<file path="src/rtl/fetch_queue_if.sv">
// -----------------------------------------------------------------------------
// fetch_queue_pkg / fetch_queue_if
//
// Purpose:
//   fetch_queue_pkg defines fetch_data_t, the per-instruction record that flows
//   from fetch to decode. fetch_queue_if bundles the push side (fetch) and the
//   pop side (decode) of the fetch queue into one port.
//
// Interface signals:
//   in_valid  [1:0]  push slot valid, in_valid[1] implies in_valid[0]
//   in_data   [1:0]  [0] = older instruction, [1] = younger
//   in_ready         1 when at least two entries are free
//   out_valid [1:0]  out_data[i] holds a live entry
//   out_data  [1:0]  [0] = oldest, [1] = next oldest
//   out_pop   [1:0]  decode consumes slot i, out_pop[1] implies out_pop[0]
//   count            number of occupied entries
//
// Modports:
//   master  fetch/decode side (drives in_valid, in_data, out_pop)
//   slave   the queue itself
// -----------------------------------------------------------------------------
package fetch_queue_pkg;

    // One fetched instruction with its prediction and exception side info
    typedef struct packed {
        logic [31:0] instr;
        logic [31:0] pc;
        logic [31:0] pcplus4;
        logic        pred;
        logic        exception_instr;
    } fetch_data_t;

endpackage

interface fetch_queue_if #(
    parameter int DEPTH = 8
);
    import fetch_queue_pkg::*;

    logic [1:0]                   in_valid;
    fetch_data_t [1:0]            in_data;
    logic                         in_ready;
    logic [1:0]                   out_valid;
    fetch_data_t [1:0]            out_data;
    logic [1:0]                   out_pop;
    logic [$clog2(DEPTH+1)-1:0]   count;

    modport master (
        output in_valid,
        output in_data,
        output out_pop,
        input  in_ready,
        input  out_valid,
        input  out_data,
        input  count
    );

    modport slave (
        input  in_valid,
        input  in_data,
        input  out_pop,
        output in_ready,
        output out_valid,
        output out_data,
        output count
    );

endinterface

</file>
<file path="src/rtl/fetch_queue.sv">
// -----------------------------------------------------------------------------
// fetch_queue
//
// Purpose:
//   Dual-issue instruction buffer between fetch and decode. Accepts up to two
//   instructions per cycle in program order and presents the two oldest
//   entries to the two decode slots. flush empties the queue in one cycle.
//
// Parameters:
//   DEPTH  entry count, power of 2, >= 4
//
// Ports:
//   clk    clock
//   reset  synchronous, active-high reset (overrides flush)
//   flush  discard all entries, including this cycle's push
//   bus    fetch_queue_if.slave (push/pop handshake, see fetch_queue_if.sv)
//
// Configuration:
//   FETCH_QUEUE_BYPASS_EN  when defined, an empty queue forwards in_data
//                          combinationally to out_data; bypassed entries popped
//                          in the same cycle are never written. When undefined
//                          there is no path from in_* to out_*.
// -----------------------------------------------------------------------------
module fetch_queue
    import fetch_queue_pkg::*;
#(
    parameter int DEPTH = 8
) (
    input  logic         clk,
    input  logic         reset,
    input  logic         flush,
    fetch_queue_if.slave bus
);

    localparam int PW = $clog2(DEPTH);
    localparam int CW = $clog2(DEPTH + 1);

    logic [PW-1:0]    head_q, head_d;
    logic [PW-1:0]    tail_q, tail_d;
    logic [CW-1:0]    count_q, count_d;
    fetch_data_t      mem_q [DEPTH];

    logic             inReady;
    logic [1:0]       qValid;
    fetch_data_t [1:0] qData;
    logic [1:0]       outValid;
    fetch_data_t [1:0] outData;

    logic [1:0]       popMask;
    logic [1:0]       numPush;
    logic [1:0]       numPop;
    logic [1:0]       wrCount;
    logic [1:0]       headInc;
    fetch_data_t      wrData0;
    fetch_data_t      wrData1;

    // Registered view of the queue. in_ready comes from count_q alone so
    // decode's pop never feeds back combinationally into fetch.
    always_comb begin
        inReady   = (count_q <= CW'(DEPTH - 2));
        qValid[0] = (count_q != '0);
        qValid[1] = (count_q >= CW'(2));
        qData[0]  = qValid[0] ? mem_q[head_q]           : '0;
        qData[1]  = qValid[1] ? mem_q[head_q + PW'(1)]  : '0;
    end

`ifdef FETCH_QUEUE_BYPASS_EN
    logic bypassActive;

    // An empty queue forwards the incoming bundle straight to decode so a
    // refill after a redirect costs no extra cycle. Suppressed under flush
    // because the bundle is being discarded.
    always_comb begin
        bypassActive = (count_q == '0) && (bus.in_valid != 2'b00) && !flush;
        outValid     = qValid;
        outData      = qData;
        if (bypassActive) begin
            outValid   = bus.in_valid;
            outData[0] = bus.in_valid[0] ? bus.in_data[0] : '0;
            outData[1] = bus.in_valid[1] ? bus.in_data[1] : '0;
        end
    end
`else
    // Outputs come from stored entries only, giving a one-cycle minimum
    // fill-to-output latency.
    always_comb begin
        outValid = qValid;
        outData  = qData;
    end
`endif

    // Work out how many entries are written and retired this cycle. Pops are
    // counted against what decode actually sees, so popping an invalid slot
    // does nothing.
    always_comb begin
        numPush = 2'd0;
        if (inReady && !flush) begin
            numPush = {1'b0, bus.in_valid[0]} + {1'b0, bus.in_valid[1]};
        end
        popMask = bus.out_pop & outValid;
        numPop  = {1'b0, popMask[0]} + {1'b0, popMask[1]};

        wrCount = numPush;
        headInc = numPop;
        wrData0 = bus.in_data[0];
        wrData1 = bus.in_data[1];
`ifdef FETCH_QUEUE_BYPASS_EN
        // Bypassed entries consumed this cycle never enter storage; the
        // survivors are written at tail, and head stays put because nothing
        // stored was retired.
        if (bypassActive) begin
            wrCount = numPush - numPop;
            headInc = 2'd0;
            if (numPop == 2'd1) begin
                wrData0 = bus.in_data[1];
            end
        end
`endif
        tail_d  = tail_q + PW'(wrCount);
        head_d  = head_q + PW'(headInc);
        count_d = count_q + CW'(wrCount) - CW'(headInc);
    end

    // Pointer and occupancy registers. reset and flush both return the queue
    // to its empty origin and drop any same-cycle push or pop.
    always_ff @(posedge clk) begin
        if (reset || flush) begin
            head_q  <= '0;
            tail_q  <= '0;
            count_q <= '0;
        end else begin
            head_q  <= head_d;
            tail_q  <= tail_d;
            count_q <= count_d;
        end
    end

    // Entry storage carries no reset; stale contents are hidden by count.
    // The older instruction lands at tail, the younger one right after it.
    always_ff @(posedge clk) begin
        if (wrCount != 2'd0) begin
            mem_q[tail_q] <= wrData0;
        end
        if (wrCount == 2'd2) begin
            mem_q[tail_q + PW'(1)] <= wrData1;
        end
    end

    assign bus.in_ready  = inReady;
    assign bus.out_valid = outValid;
    assign bus.out_data  = outData;
    assign bus.count     = count_q;

endmodule

</file>
<file path="src/flat_wrapper.sv">
// flat-port wrapper written by rule: the top's interface ports become plain ports
module fetch_queue_flat import fetch_queue_pkg::*;
#(
    parameter int DEPTH = 8
)
  (clk, reset, flush, bus_in_valid, bus_in_data, bus_out_pop, bus_in_ready, bus_out_valid, bus_out_data, bus_count);
  fetch_queue_if #(.DEPTH(DEPTH)) bus_i ();
  input  logic clk;
  input  logic reset;
  input  logic flush;
  input wire logic [$bits(bus_i.in_valid)-1:0] bus_in_valid;
  input wire logic [$bits(bus_i.in_data)-1:0] bus_in_data;
  input wire logic [$bits(bus_i.out_pop)-1:0] bus_out_pop;
  output wire logic [$bits(bus_i.in_ready)-1:0] bus_in_ready;
  output wire logic [$bits(bus_i.out_valid)-1:0] bus_out_valid;
  output wire logic [$bits(bus_i.out_data)-1:0] bus_out_data;
  output wire logic [$bits(bus_i.count)-1:0] bus_count;
  assign bus_i.in_valid = bus_in_valid;
  assign bus_i.in_data = bus_in_data;
  assign bus_i.out_pop = bus_out_pop;
  assign bus_in_ready = bus_i.in_ready;
  assign bus_out_valid = bus_i.out_valid;
  assign bus_out_data = bus_i.out_data;
  assign bus_count = bus_i.count;
  fetch_queue #(.DEPTH(DEPTH)) u_core (.clk(clk), .reset(reset), .flush(flush), .bus(bus_i));
endmodule
</file>
<file path="config.mk">
export PLATFORM = sky130hd
export DESIGN_NAME = fetch_queue_flat
export DESIGN_NICKNAME = d
export VERILOG_FILES = /design/src/rtl/fetch_queue_if.sv /design/src/rtl/fetch_queue.sv /design/src/flat_wrapper.sv
export SDC_FILE = /design/constraint.sdc
export NUM_CORES = 2
export LEC_CHECK = 0
export CAP_MARGIN = 20
export CORE_UTILIZATION = 60
export CTS_BUF_LIST = sky130_fd_sc_hd__clkbuf_8
export DETAILED_ROUTE_END_ITERATION = 8
export PLACE_DENSITY = 0.83
export SLEW_MARGIN = 30
export SYNTH_ARGS = -nofsm -noshare
export SYNTH_HDL_FRONTEND = slang
export SYNTH_SLANG_ARGS = --single-unit
</file>
<file path="constraint.sdc">
create_clock -name clk -period 16.4 [get_ports clk]
set_input_delay 2.46 -clock clk [delete_from_list [all_inputs] [get_ports clk]]
set_output_delay 2.46 -clock clk [all_outputs]
set_load 0.1 [all_outputs]
</file>
Yosys cells after proc, flatten, opt, wreduce, memory -nomap -nowiden. Memory sizes are Yosys's and may differ from the RTL's. A register that Yosys moved wholly into a read port is not among the register bits. Cells that the tools add are included.

Flip-flop bits (word level): 10. Memories: 1. Input bits: 203. Bits in writable memories: 784.

Equality and inequality tests: 1. Add/subtract/negate cells: 8. Muxes and demuxes: 8. Magnitude comparators: 2. Reductions and logical operators: 5. Bitwise operators: 1.

Memory list: u_core.mem_q (depth 8, width 98, rd ports 2, clocked after Yosys merged registers in 1, write ports 2, line fetch_queue.sv:41) `fetch_data_t mem_q [DEPTH];`.

Operator list (count): two-way mux 98 bit (2); adder 3 x 1 -> 3 bit, second input constant (2); adder 3 x 2 -> 3 bit (2); adder 1 x 1 -> 2 bit (2); adder 4 x 2 -> 4 bit (1); >= comparator 4 x 2 -> 1 bit, second input constant (1); less-or-equal comparator 4 x 3 -> 1 bit, second input constant (1); two-way mux 1 bit (4); nonzero test 4 bit (1); subtractor 4 x 2 -> 4 bit (1); two-way mux 3 bit (1); AND 2 bit (1); == test 2 bit, second input constant (1); two-way mux 2 bit (1); nonzero test 2 bit (1); logical AND 1 bit (1); logical NOT 1 bit (1); logical OR 1 bit (1).

Logic depth before layout (Yosys ltp).
Word-level depth: 6. Depth in mapped cells: 13.

Least setup slack after synthesis. OpenSTA, ideal clock, no wires.

Path type: in2reg. Start point: in bus_in_valid[0]. End point: mem u_core.mem_q[2][0] in the netlist's numbering, enable pin. Arrival: 10.165 ns. Data required time: 15.702 ns. Stages: 5. Path slack: 5.537 ns. Setup time: 0.698 ns. Path buffers: 0. Cell sequence: ha_1 -> nor2_1 -> nor2_1 -> nand2_1 -> o31ai_1.

RTL lines: start: declaration (line flat_wrapper.sv:11) `input wire logic [$bits(bus_i.in_valid)-1:0] bus_in_valid;`; end: declaration (line fetch_queue.sv:41).

Final worst setup path.
Start point: reg u_core.head_q[1]. End point: out bus_out_data[194].

Longest elaborated chain between the ends: 3.

RTL lines: start: declaration (line fetch_queue.sv:38) `logic [PW-1:0] head_q, head_d;`; start signal: assignment (line fetch_queue.sv:128) `head_q <= '0;`; start signal: assignment (line fetch_queue.sv:132) `head_q <= head_d;`; adder 3 x 1 -> 3 bit (line fetch_queue.sv:64) `qData[1] = qValid[1] ? mem_q[head_q + PW'(1)] : '0;`; memory (8 x 98 bit); two-way mux 98 bit (line fetch_queue.sv:64); end: declaration (line flat_wrapper.sv:16) `output wire logic [$bits(bus_i.out_data)-1:0] bus_out_data;`.

Every way passes these cells.

==> run summary <==
required time worst endpoint - 13.94 ns
initial antenna violation count - 30
Post-DP Area - 49,700 um2
Tot GR Track Use - 0.339
Mean Syn Cell Area - 18.2 um2
Die W - 276 um
vias in the first global route - 29.1k
cts hold-fix bufs - 0
count of final setup violators - 0
sequential share of the synthesized area - 0.528
fin area - 52,100 um2
Vias per Instance - 7.23
setup bufs post-CTS - 0
Crit Path Max Fanout - 54
Crit. End Element - output pin
setup ws final - 8.30 ns
Clock Latency Late Sink - 0.79 ns
Seq cells post-synth - 794
max-cap viol count - 0
NumNets Final - 3,065
layout cell share with drive strength beyond 1 - 0.482
Pwr Total - 8.93 mW
clk slew on worst S/H paths - 0.06 ns
Final period util - 0.494
Yosys cell types - 38
skew final - 0.0384 ns
Starting DRT DRC Count - 3,156
routed via count - 28.3k
gr ovfl total - 0
antenna viol nets, final - 0
CP delay by family, top - buffers and inverters
# rows - 99
CP max stage cell - clkdlybuf4s50_1
placer's final routability congestion estimate - 0.802
Post-Place Setup Slack - 8.66 ns
ys flop type - edfxtp_1
first-pass GRT wire length - 187,000 um
Synth-to-Final Area Change - 15.8%
final hold vios - 0
RSZ-0062 raised after global routing - false
fin util - 0.707
DP HPWL - 69,400 um
Cells after Synth - 2,474
root buf cell - clkbuf_8
CTS tree - yes
Setup CP Type - flop to output pin
H-tree Lvls - 4
fin. max-slew vios - 0
PostCTS Resize Cnt - 0
# fillers - 4,627
Avg WL per Cell - 32.9 um
largest net degree at the start of global routing - 149
setup TNS - 0 ns
PwrDens - 172 nW/um2
CP Buf/Inv Count - 2
CTS Buffer Depth - 3
syn_nets - 2,693
Async S/R FF share, synth - 0
die area - 76,000 um2
Slew @ Worst Pin - 1.46 ns
Critical Path, Cell by Cell - ha_4, xnor2_1, and2_4, buf_4, a22o_1, clkdlybuf4s50_1
Buffers on Ports - 405
io pins - 406
TritonCTS buffer count - 136
die height - 276 um
synth warn - 0
CTS Sinks - 794
CP peak stage delay - 1.17 ns
WL final - 129,000 um
Post-synth EDFFs - 784
Starting Density - 0.611
fmax - 123 MHz
Final min period - 8.10 ns
Slew headroom - 0.0257
Hold Crit Class - flop to flop
status - completed
worst vdd ir - 0.000238 V
core area - 73,600 um2
Cell Area, Synth - 44,900 um2
1st-pass router iterations - 5
Leak - 16.5 nW
DRC viols - 0
worst path arrival time - 5.64 ns
CP startpoint kind - flop
==> Yosys cell counts, types with 2 or more instances <==
cell	number	area (um2)
o31ai_1	2	15.0
inv_1	9	33.8
buf_1	25	93.8
clkbuf_1	89	334
mux2_1	27	304
mux4_2	392	8830
nor2_1	9	33.8
nor4_4	4	85.1
nand2b_1	2	12.5
a41o_1	2	20.0
nand2_1	6	22.5
a22o_1	196	1720
or3_1	2	12.5
nor3_1	4	20.0
ha_1	13	163
dfxtp_1	10	200
buf_6	4	45.0
a21oi_1	2	10.0
fa_1	3	60.1
buf_2	93	465
a31o_2	2	17.5
o21bai_1	3	22.5
mux2_4	18	270
and2_1	9	56.3
mux2i_1	2	20.0
nor2b_1	3	18.8
edfxtp_1	784	23500
buf_4	6	45.0
mux2_2	740	8330
xnor2_1	5	43.8
==> layer usage <==
layer,up-vias,routed length (um),global-route usage
li1,11400,-,-
met4,36,4260,0.138
met1,14800,47400,0.446
met5,-,205,0
met2,1819,62700,0.540
met3,312,14200,0.0902
==> power by group <==
group          total [mW]  internal [mW]  switching, mW
sequential           2.36           2.30         0.0507
combinational        4.98           1.41           3.57
clock                1.60          0.782          0.813
total                8.93           4.50           4.44
==> path summary, 6_finish.rpt <==
check                                          from                  end  slack [ns]  cells past startpoint
worst min register to register     u_core.head_q[2]     u_core.head_q[2]        0.66                      2
worst max register to register  u_core.bus.count[3]  u_core.mem_q[2][56]       12.17                      9
worst max-delay path               u_core.head_q[1]    bus_out_data[194]        8.30                      6
worst min-delay path               u_core.head_q[2]     u_core.head_q[2]        0.66                      2
==> flip-flops by register name (all words and copies together) (netlist names) <==
name              flops
u_core.bus.count      4
u_core.head_q         3
u_core.tail_q         3
u_core.mem_q        784
==> stage by stage <==
stage / hold slack, ns / instances
finish: 0.661 / 3914
CTS: 0.665 / 3898
global placement: 0.601 / 3664
detailed placement: 0.657 / 3666
global route: 0.702 / 3909
floorplan: 0.550 / 2474
==> cells by family (layout without fill, tap and decap cells) <==
group           Yosys count  in the layout  synth area share
fa+ha+maj                16             16           0.00496
xor+xnor                  8              8           0.00214
simple gates             42             42           0.00657
compound gates          209            209            0.0404
flops                   794            794             0.528
mux                    1179           1179             0.395
buf+inv                 226            692            0.0226
other cells               0             15                 0
==> cell usage in the layout (no fill, tap or decap), drive strengths merged, types with 3 or more instances in the layout <==
cell and n:
o21bai 3, nor2 9, edfxtp 784, and2 10, a22o 196, nor4 4
nand2 6, xnor2 6, nor3 6, nor2b 3, dfxtp 10, clkinv 36
inv 60, clkbuf 139, mux4 392, mux2 785, ha 13, buf 85
diode 15, clkinvlp 6, clkdlybuf4s50 366, fa 3
==> layout make-up <==
class | instances | area (um2) | area share
Antenna cell | 15 | 37.5 | 0.000721
Clock buffer | 139 | 1910 | 0.0368
Clock inverter | 93 | 399 | 0.00767
Inverter | 9 | 33.8 | 0.000649
Multi-Input combinational cell | 1454 | 20300 | 0.391
Sequential cell | 794 | 23800 | 0.456
Tap cell | 959 | 1200 | 0.0231
Timing Repair Buffer | 451 | 4380 | 0.0841
==> worst register-to-register path: stages (launching register included) <==
cell and delay, ns:
dfxtp_1 0.39, inv_1 0.09, ha_1 0.18, and2_2 0.24, mux2i_2 0.20, buf_4 0.31
or3_4 0.56, buf_4 0.69, buf_4 0.81, mux2_2 0.49
Note: power is estimated with default switching activity, not from simulation.
